==> config.mk <==
export PLATFORM = sky130hd
export DESIGN_NAME = l2_flatten
export DESIGN_NICKNAME = d
export VERILOG_FILES = /design/src/rtl/l2_flatten_pkg.sv /design/src/rtl/l2_flatten.sv
export SDC_FILE = /design/constraint.sdc
export NUM_CORES = 1
export LEC_CHECK = 0
export CORE_MARGIN = 3
export CORE_UTILIZATION = 50
export CTS_CLUSTER_SIZE = 40
export DETAILED_ROUTE_END_ITERATION = 10
export GPL_ROUTABILITY_DRIVEN = 0
export PLACE_DENSITY = 0.84
export SKIP_LAST_GASP = 1
export SLEW_MARGIN = 20
export SYNTH_ARGS = -nofsm -noshare
export SYNTH_HDL_FRONTEND = slang
export SYNTH_SLANG_ARGS = --single-unit
==> constraint.sdc <==
create_clock -name clk -period 4.6 [get_ports clk]
set_clock_uncertainty 0.2 [all_clocks]
set_input_delay 0.46 -clock clk [delete_from_list [all_inputs] [get_ports clk]]
set_output_delay 0.46 -clock clk [all_outputs]
set_load 0.01 [all_outputs]
==> src/rtl/l2_flatten_pkg.sv <==
// Shared constants for the conv engine and the layer-2 flatten stage:
// memory bank selects, data/address widths and the flatten state encoding.
package l2_flatten_pkg;

    localparam int DW  = 20;
    localparam int AW  = 12;
    localparam int PIX = 1024;
    localparam int NW  = 11;

    localparam logic [2:0] CSEL_NONE  = 3'b000;
    localparam logic [2:0] CSEL_L0    = 3'b001;
    localparam logic [2:0] CSEL_L1_K0 = 3'b011;
    localparam logic [2:0] CSEL_L1_K1 = 3'b100;
    localparam logic [2:0] CSEL_L2    = 3'b101;

    typedef enum logic [1:0] {
        ST_IDLE,
        ST_READ,
        ST_WRITE,
        ST_DONE
    } state_t;

    // Even elements come from kernel 0, odd elements from kernel 1.
    function automatic logic [2:0] src_bank(input logic [NW-1:0] n);
        return n[0] ? CSEL_L1_K1 : CSEL_L1_K0;
    endfunction

endpackage

==> src/rtl/l2_flatten.sv <==
// Flattens the two 32x32 pooled maps in MEM_L1 into MEM_L2, interleaving
// kernel-0 (even address) and kernel-1 (odd address) values per pixel.
module l2_flatten
    import l2_flatten_pkg::*;
(
    input  logic          clk,
    input  logic          reset,
    input  logic          start,
    output logic          busy,
    output logic          done,
    output logic          crd,
    output logic [AW-1:0] caddr_rd,
    input  logic [DW-1:0] cdata_rd,
    output logic          cwr,
    output logic [AW-1:0] caddr_wr,
    output logic [DW-1:0] cdata_wr,
    output logic [2:0]    csel
);

    localparam logic [NW-1:0] N_LAST = NW'(2 * PIX - 1);

    state_t        state, state_nx;
    logic [NW-1:0] n, n_nx;

    always_comb begin
        state_nx = state;
        n_nx     = n;
        case (state)
            ST_IDLE: begin
                if (start) begin
                    state_nx = ST_READ;
                    n_nx     = '0;
                end
            end
            ST_READ:  state_nx = ST_WRITE;
            ST_WRITE: begin
                if (n == N_LAST) begin
                    state_nx = ST_DONE;
                end else begin
                    state_nx = ST_READ;
                    n_nx     = n + 1'b1;
                end
            end
            ST_DONE:  state_nx = ST_IDLE;
            default:  state_nx = ST_IDLE;
        endcase
    end

    // Bus outputs are registered from the next state so they line up with
    // the state they belong to; the read data is captured straight into
    // cdata_wr on the READ->WRITE edge.
    always_ff @(posedge clk or posedge reset) begin
        if (reset) begin
            state    <= ST_IDLE;
            n        <= '0;
            crd      <= 1'b0;
            cwr      <= 1'b0;
            csel     <= CSEL_NONE;
            caddr_rd <= '0;
            caddr_wr <= '0;
            cdata_wr <= '0;
        end else begin
            state <= state_nx;
            n     <= n_nx;
            case (state_nx)
                ST_READ: begin
                    crd      <= 1'b1;
                    cwr      <= 1'b0;
                    csel     <= src_bank(n_nx);
                    caddr_rd <= {2'b00, n_nx[NW-1:1]};
                end
                ST_WRITE: begin
                    crd      <= 1'b0;
                    cwr      <= 1'b1;
                    csel     <= CSEL_L2;
                    caddr_wr <= {1'b0, n_nx};
                    cdata_wr <= cdata_rd;
                end
                default: begin
                    crd  <= 1'b0;
                    cwr  <= 1'b0;
                    csel <= CSEL_NONE;
                end
            endcase
        end
    end

    assign busy = (state != ST_IDLE);
    assign done = (state == ST_DONE);

endmodule
==> impl_metrics.prom <==
# TYPE chip_impl_metric gauge
chip_impl_metric{name="post_layout_nonfiller_instances",unit=""} 395
chip_impl_metric{name="internal_power_contribution",unit="uW"} 1307
chip_impl_info{name="globalRoute.busiestLayer",value="met2"} 1
chip_impl_metric{name="period_needed",unit="ps"} 2602
chip_impl_metric{name="yosysWarnings",unit=""} 0
chip_impl_metric{name="grt_use_met2",unit=""} 0.3295
chip_impl_metric{name="yosys.area_share.simple",unit=""} 0.2221
chip_impl_metric{name="ys_seq_elements",unit=""} 59
chip_impl_metric{name="worst_slew_margin_relative_to_its_limit",unit=""} 0.4698
chip_impl_metric{name="remaining_drc_errors",unit=""} 0
chip_impl_metric{name="wire_length_of_the_first_global_routing_pass",unit="mm"} 9.777
chip_impl_info{name="synth_top_family_by_area",value="simple AND/OR/NAND/NOR gates"} 1
chip_impl_metric{name="share_of_synthesized_registers_carrying_an_async_set_or_reset",unit=""} 1.000
chip_impl_metric{name="ant_nets",unit=""} 0
chip_impl_metric{name="r2r_slack",unit="ps"} 2000
chip_impl_metric{name="fraction_of_synthesized_cell_area_in_xor_and_xnor_cells",unit=""} 0.003509
chip_impl_info{name="hold_path.class",value="reg -> reg"} 1
chip_impl_metric{name="seq_area_frac_synth",unit=""} 0.5915
chip_impl_info{name="setup.worst_path.start",value="n[0]$_DFF_PP0_"} 1
chip_impl_metric{name="grt-ovfl-total",unit=""} 0
chip_impl_metric{name="required",unit="ps"} 4610
chip_impl_metric{name="final.setup.worst_slack",unit="ps"} 1998
chip_impl_metric{name="io_buffer_count",unit=""} 70
chip_impl_metric{name="post_synth.cell_area_avg",unit="sq um"} 9.866
chip_impl_metric{name="power.combinational.fraction",unit=""} 0.369
chip_impl_metric{name="flow.area_growth_from_synthesis",unit="%"} 36.99
chip_impl_metric{name="max_clock_freq",unit="MHz"} 384.3
chip_impl_info{name="final_cell_mix",value="sky130_fd_sc_hd__nand2_1, sky130_fd_sc_hd__clkdlybuf4s50_1, sky130_fd_sc_hd__dfrtp_1"} 1
chip_impl_metric{name="grt_pass1_vias",unit=""} 2027
chip_impl_metric{name="fillCellCount",unit=""} 384
chip_impl_info{name="grt_setup_unrepaired",value="false"} 1
chip_impl_metric{name="grt_start_max_net_pins",unit=""} 60
chip_impl_metric{name="finalNetCount",unit=""} 347
chip_impl_info{name="final_common_cell",value="sky130_fd_sc_hd__nand2_1"} 1
chip_impl_metric{name="fin_crit_sh",unit=""} 0.5656
chip_impl_metric{name="slew_viol_final",unit=""} 0
chip_impl_metric{name="worst_max_slew_pin_slew",unit="ps"} 792.6
chip_impl_metric{name="dp.cells",unit=""} 379
chip_impl_metric{name="setup-tns-final",unit="ps"} 0
chip_impl_metric{name="timing.final.hold_violations",unit=""} 0
chip_impl_metric{name="power.density",unit="nW/um^2"} 570.7
chip_impl_metric{name="die_area",unit="sq um"} 5876
chip_impl_metric{name="cts-root-to-sink-buffers",unit=""} 2
chip_impl_info{name="cts-root-buf",value="sky130_fd_sc_hd__clkbuf_8"} 1
chip_impl_metric{name="synth.top_cell.area_share",unit=""} 0.5915
chip_impl_metric{name="tritoncts_num_sinks",unit=""} 59
chip_impl_metric{name="post_synth_mux_area_share",unit=""} 0.01805
chip_impl_info{name="worstHoldEndpoint",value="cdata_wr[13]$_DFFE_PP0P_"} 1
chip_impl_metric{name="number_of_buffers_inserted_during_clock_tree_synthesis",unit=""} 9
chip_impl_metric{name="synth.distinct_cells",unit=""} 44
chip_impl_metric{name="grt.total_usage",unit=""} 0.2111
chip_impl_metric{name="finalSetupViolCount",unit=""} 0
chip_impl_metric{name="core_area",unit="sq um"} 4786
chip_impl_metric{name="fraction_of_the_mapped_netlist_area_in_compound_gates",unit=""} 0.1123
chip_impl_metric{name="drt_pre_antenna_iters",unit=""} 4
chip_impl_info{name="synth_top_flop_cell",value="sky130_fd_sc_hd__dfrtp_1"} 1
chip_impl_metric{name="synth_edf_count",unit=""} 0
chip_impl_metric{name="post_cts_resize_count",unit=""} 0
chip_impl_metric{name="diodes",unit=""} 0
chip_impl_metric{name="reg2reg_depth",unit=""} 5
chip_impl_metric{name="dr_total_vias",unit=""} 2000
chip_impl_metric{name="overall_power_consumption",unit="uW"} 1951
chip_impl_info{name="synth.top_cells.by_area",value="sky130_fd_sc_hd__dfrtp_1, sky130_fd_sc_hd__nand2_1, sky130_fd_sc_hd__o21ai_0"} 1
chip_impl_info{name="min-delay-start",value="cdata_wr[13]$_DFFE_PP0P_"} 1
chip_impl_metric{name="detail_route.wl_per_cell",unit="microns"} 14.05
chip_impl_metric{name="final_wirelength",unit="mm"} 5.549
chip_impl_metric{name="drt_iter0_markers",unit=""} 102
chip_impl_metric{name="initial_core_util",unit=""} 0.5216
chip_impl_metric{name="cp.arrival",unit="ps"} 2610
chip_impl_metric{name="cellLeakagePower",unit="uW"} 0.001632
chip_impl_metric{name="placed_area",unit="sq um"} 3226
chip_impl_metric{name="fraction_of_final_layout_cells_with_drive_strength_greater_than_1",unit=""} 0.08537
chip_impl_metric{name="share_seq_of_total_power",unit=""} 0.399
chip_impl_metric{name="grt_antenna_before_repair",unit=""} 0
chip_impl_metric{name="critPathMaxFanout",unit=""} 15
chip_impl_metric{name="switching_fraction",unit=""} 0.3301
chip_impl_metric{name="post_synth_instance_area",unit="sq um"} 2496
chip_impl_metric{name="irDropWorstVdd",unit="uV"} 341.4
chip_impl_info{name="clock_tree_from_tritoncts",value="built"} 1
chip_impl_metric{name="floorplan.io_pins",unit=""} 74
chip_impl_info{name="setup.worst_path.end_class",value="flop"} 1
chip_impl_metric{name="routed_via_density",unit=""} 5.063
chip_impl_metric{name="cts_setup_buffers",unit=""} 0
chip_impl_metric{name="place.detailed.hpwl",unit="mm"} 3.730
chip_impl_metric{name="dp_worst_setup_slack",unit="ps"} 2057
chip_impl_metric{name="cts.reportedPaths.clkPinSlew",unit="ps"} 60
chip_impl_info{name="yosys.area.top_type",value="sky130_fd_sc_hd__dfrtp_1"} 1
chip_impl_metric{name="post_synth_fa_ha_maj_area_fraction",unit=""} 0.005013
chip_impl_metric{name="cts-hold-fix-buffers",unit=""} 0
chip_impl_metric{name="worst_skew_late_latency",unit="ps"} 330
chip_impl_metric{name="fp.dieW",unit="microns"} 76.66
chip_impl_metric{name="share_clk_of_total_power",unit=""} 0.233
chip_impl_info{name="worstReg2RegEnd",value="caddr_rd[5]$_DFFE_PP0N_"} 1
chip_impl_metric{name="maximum_capacitance_violations",unit=""} 0
chip_impl_metric{name="gr-usage-met3",unit=""} 0.06338
chip_impl_metric{name="post_synth_inst_count",unit=""} 253
chip_impl_metric{name="die_span_in_y",unit="microns"} 76.66
chip_impl_metric{name="min_path_cells",unit=""} 2
chip_impl_metric{name="clock_tree.htree_level_count",unit=""} 3
chip_impl_info{name="outcome",value="completed"} 1
chip_impl_metric{name="layout.cell_area.non_filler",unit="sq um"} 3420
chip_impl_metric{name="fp-row-count",unit=""} 25
chip_impl_metric{name="switchingPower",unit="uW"} 644.2
chip_impl_info{name="crit_path_start_kind",value="flop"} 1
chip_impl_metric{name="grt_util_met1",unit=""} 0.2796
chip_impl_info{name="setup.worst_path.class",value="reg -> reg"} 1
chip_impl_info{name="crit-reg2reg-launch",value="n[0]$_DFF_PP0_"} 1
critical path: stages (launching register included):
cell and delay (ps):
sky130_fd_sc_hd__dfrtp_1 470, sky130_fd_sc_hd__ha_1 340, sky130_fd_sc_hd__nand3b_4 150, sky130_fd_sc_hd__o41ai_4 810, sky130_fd_sc_hd__inv_2 160, sky130_fd_sc_hd__mux2_1 350
state kept, by name (all words and copies together) (netlist names):
signal and count:
caddr_rd 10, caddr_wr 11, cdata_wr 20, crd 1, csel 3, cwr 1
n 11, state 2
stage by stage:
stage                     utilization  hold WS, ps
after floorplan                     -        291.1
after global placement         0.6740        256.6
after detailed placement       0.6740        261.1
after CTS                      0.7145        277.2
after global routing           0.7145        305.5
final                          0.7145        271.9
layout make-up:
cell class                 instances  area, sq um  area share
clock inverter                     5        52.55     0.01537
timing repair buffer              72        715.7      0.2093
inverter                          10        37.54     0.01098
clock buffer                      11        141.4     0.04135
multi-input combinational        171        912.1      0.2667
sequential                        59         1476      0.4318
tap                               67        83.83     0.02452
Yosys cell counts (2+ instances only):
cell / instances
sky130_fd_sc_hd__buf_4: 3
sky130_fd_sc_hd__inv_1: 8
sky130_fd_sc_hd__inv_2: 2
sky130_fd_sc_hd__a22o_1: 2
sky130_fd_sc_hd__nor2_1: 4
sky130_fd_sc_hd__o21ai_0: 16
sky130_fd_sc_hd__a31oi_1: 4
sky130_fd_sc_hd__buf_2: 8
sky130_fd_sc_hd__nor3_1: 3
sky130_fd_sc_hd__nor4_1: 2
sky130_fd_sc_hd__o21ba_2: 2
sky130_fd_sc_hd__nand2_1: 99
sky130_fd_sc_hd__nand4_1: 2
sky130_fd_sc_hd__nand3_1: 2
sky130_fd_sc_hd__o211ai_1: 2
sky130_fd_sc_hd__and3_1: 2
sky130_fd_sc_hd__nand3_2: 2
sky130_fd_sc_hd__mux2_1: 3
sky130_fd_sc_hd__dfrtp_1: 59
sky130_fd_sc_hd__a32oi_1: 2
sky130_fd_sc_hd__clkbuf_1: 3
layer usage:
metal / routed length [microns] / up-vias
li1: - / 976
met1: 2484 / 953
met2: 2626 / 59
met3: 310 / 12
met4: 127 / 0
met5: 0 / -
cells by family (layout without fill, tap and decap cells):
logic type	count (synthesis)	in the layout
xor+xnor	1	1
fa+ha+maj	1	1
mux	4	4
buf+inv	25	98
other cells	1	3
simple gates	124	124
flops	59	59
compound gates	38	38
power by group through the flow:
stage / clock [uW] / sequential (uW) / combinational [uW]
finish: 454 / 778 / 720
detailed placement: 0 / 786 / 725
CTS: 463 / 778 / 733
global route: 491 / 798 / 802
floorplan: 0 / 821 / 325
global placement: 0 / 780 / 709
how the worst max path moves through the flow:
| stage | end | slack [ps] | cells past startpoint |
|---|---|---|---|
| CTS | caddr_rd[4]$_DFFE_PP0N_ | 2020 | 5 |
| floorplan | caddr_rd[0]$_DFFE_PP0N_ | 2480 | 1 |
| finish | caddr_rd[5]$_DFFE_PP0N_ | 2000 | 5 |
| global route | caddr_rd[5]$_DFFE_PP0N_ | 1840 | 5 |
| detailed placement | caddr_rd[4]$_DFFE_PP0N_ | 2060 | 5 |
| global placement | caddr_rd[1]$_DFFE_PP0N_ | 2170 | 5 |
(Power assumes the default switching activity.)
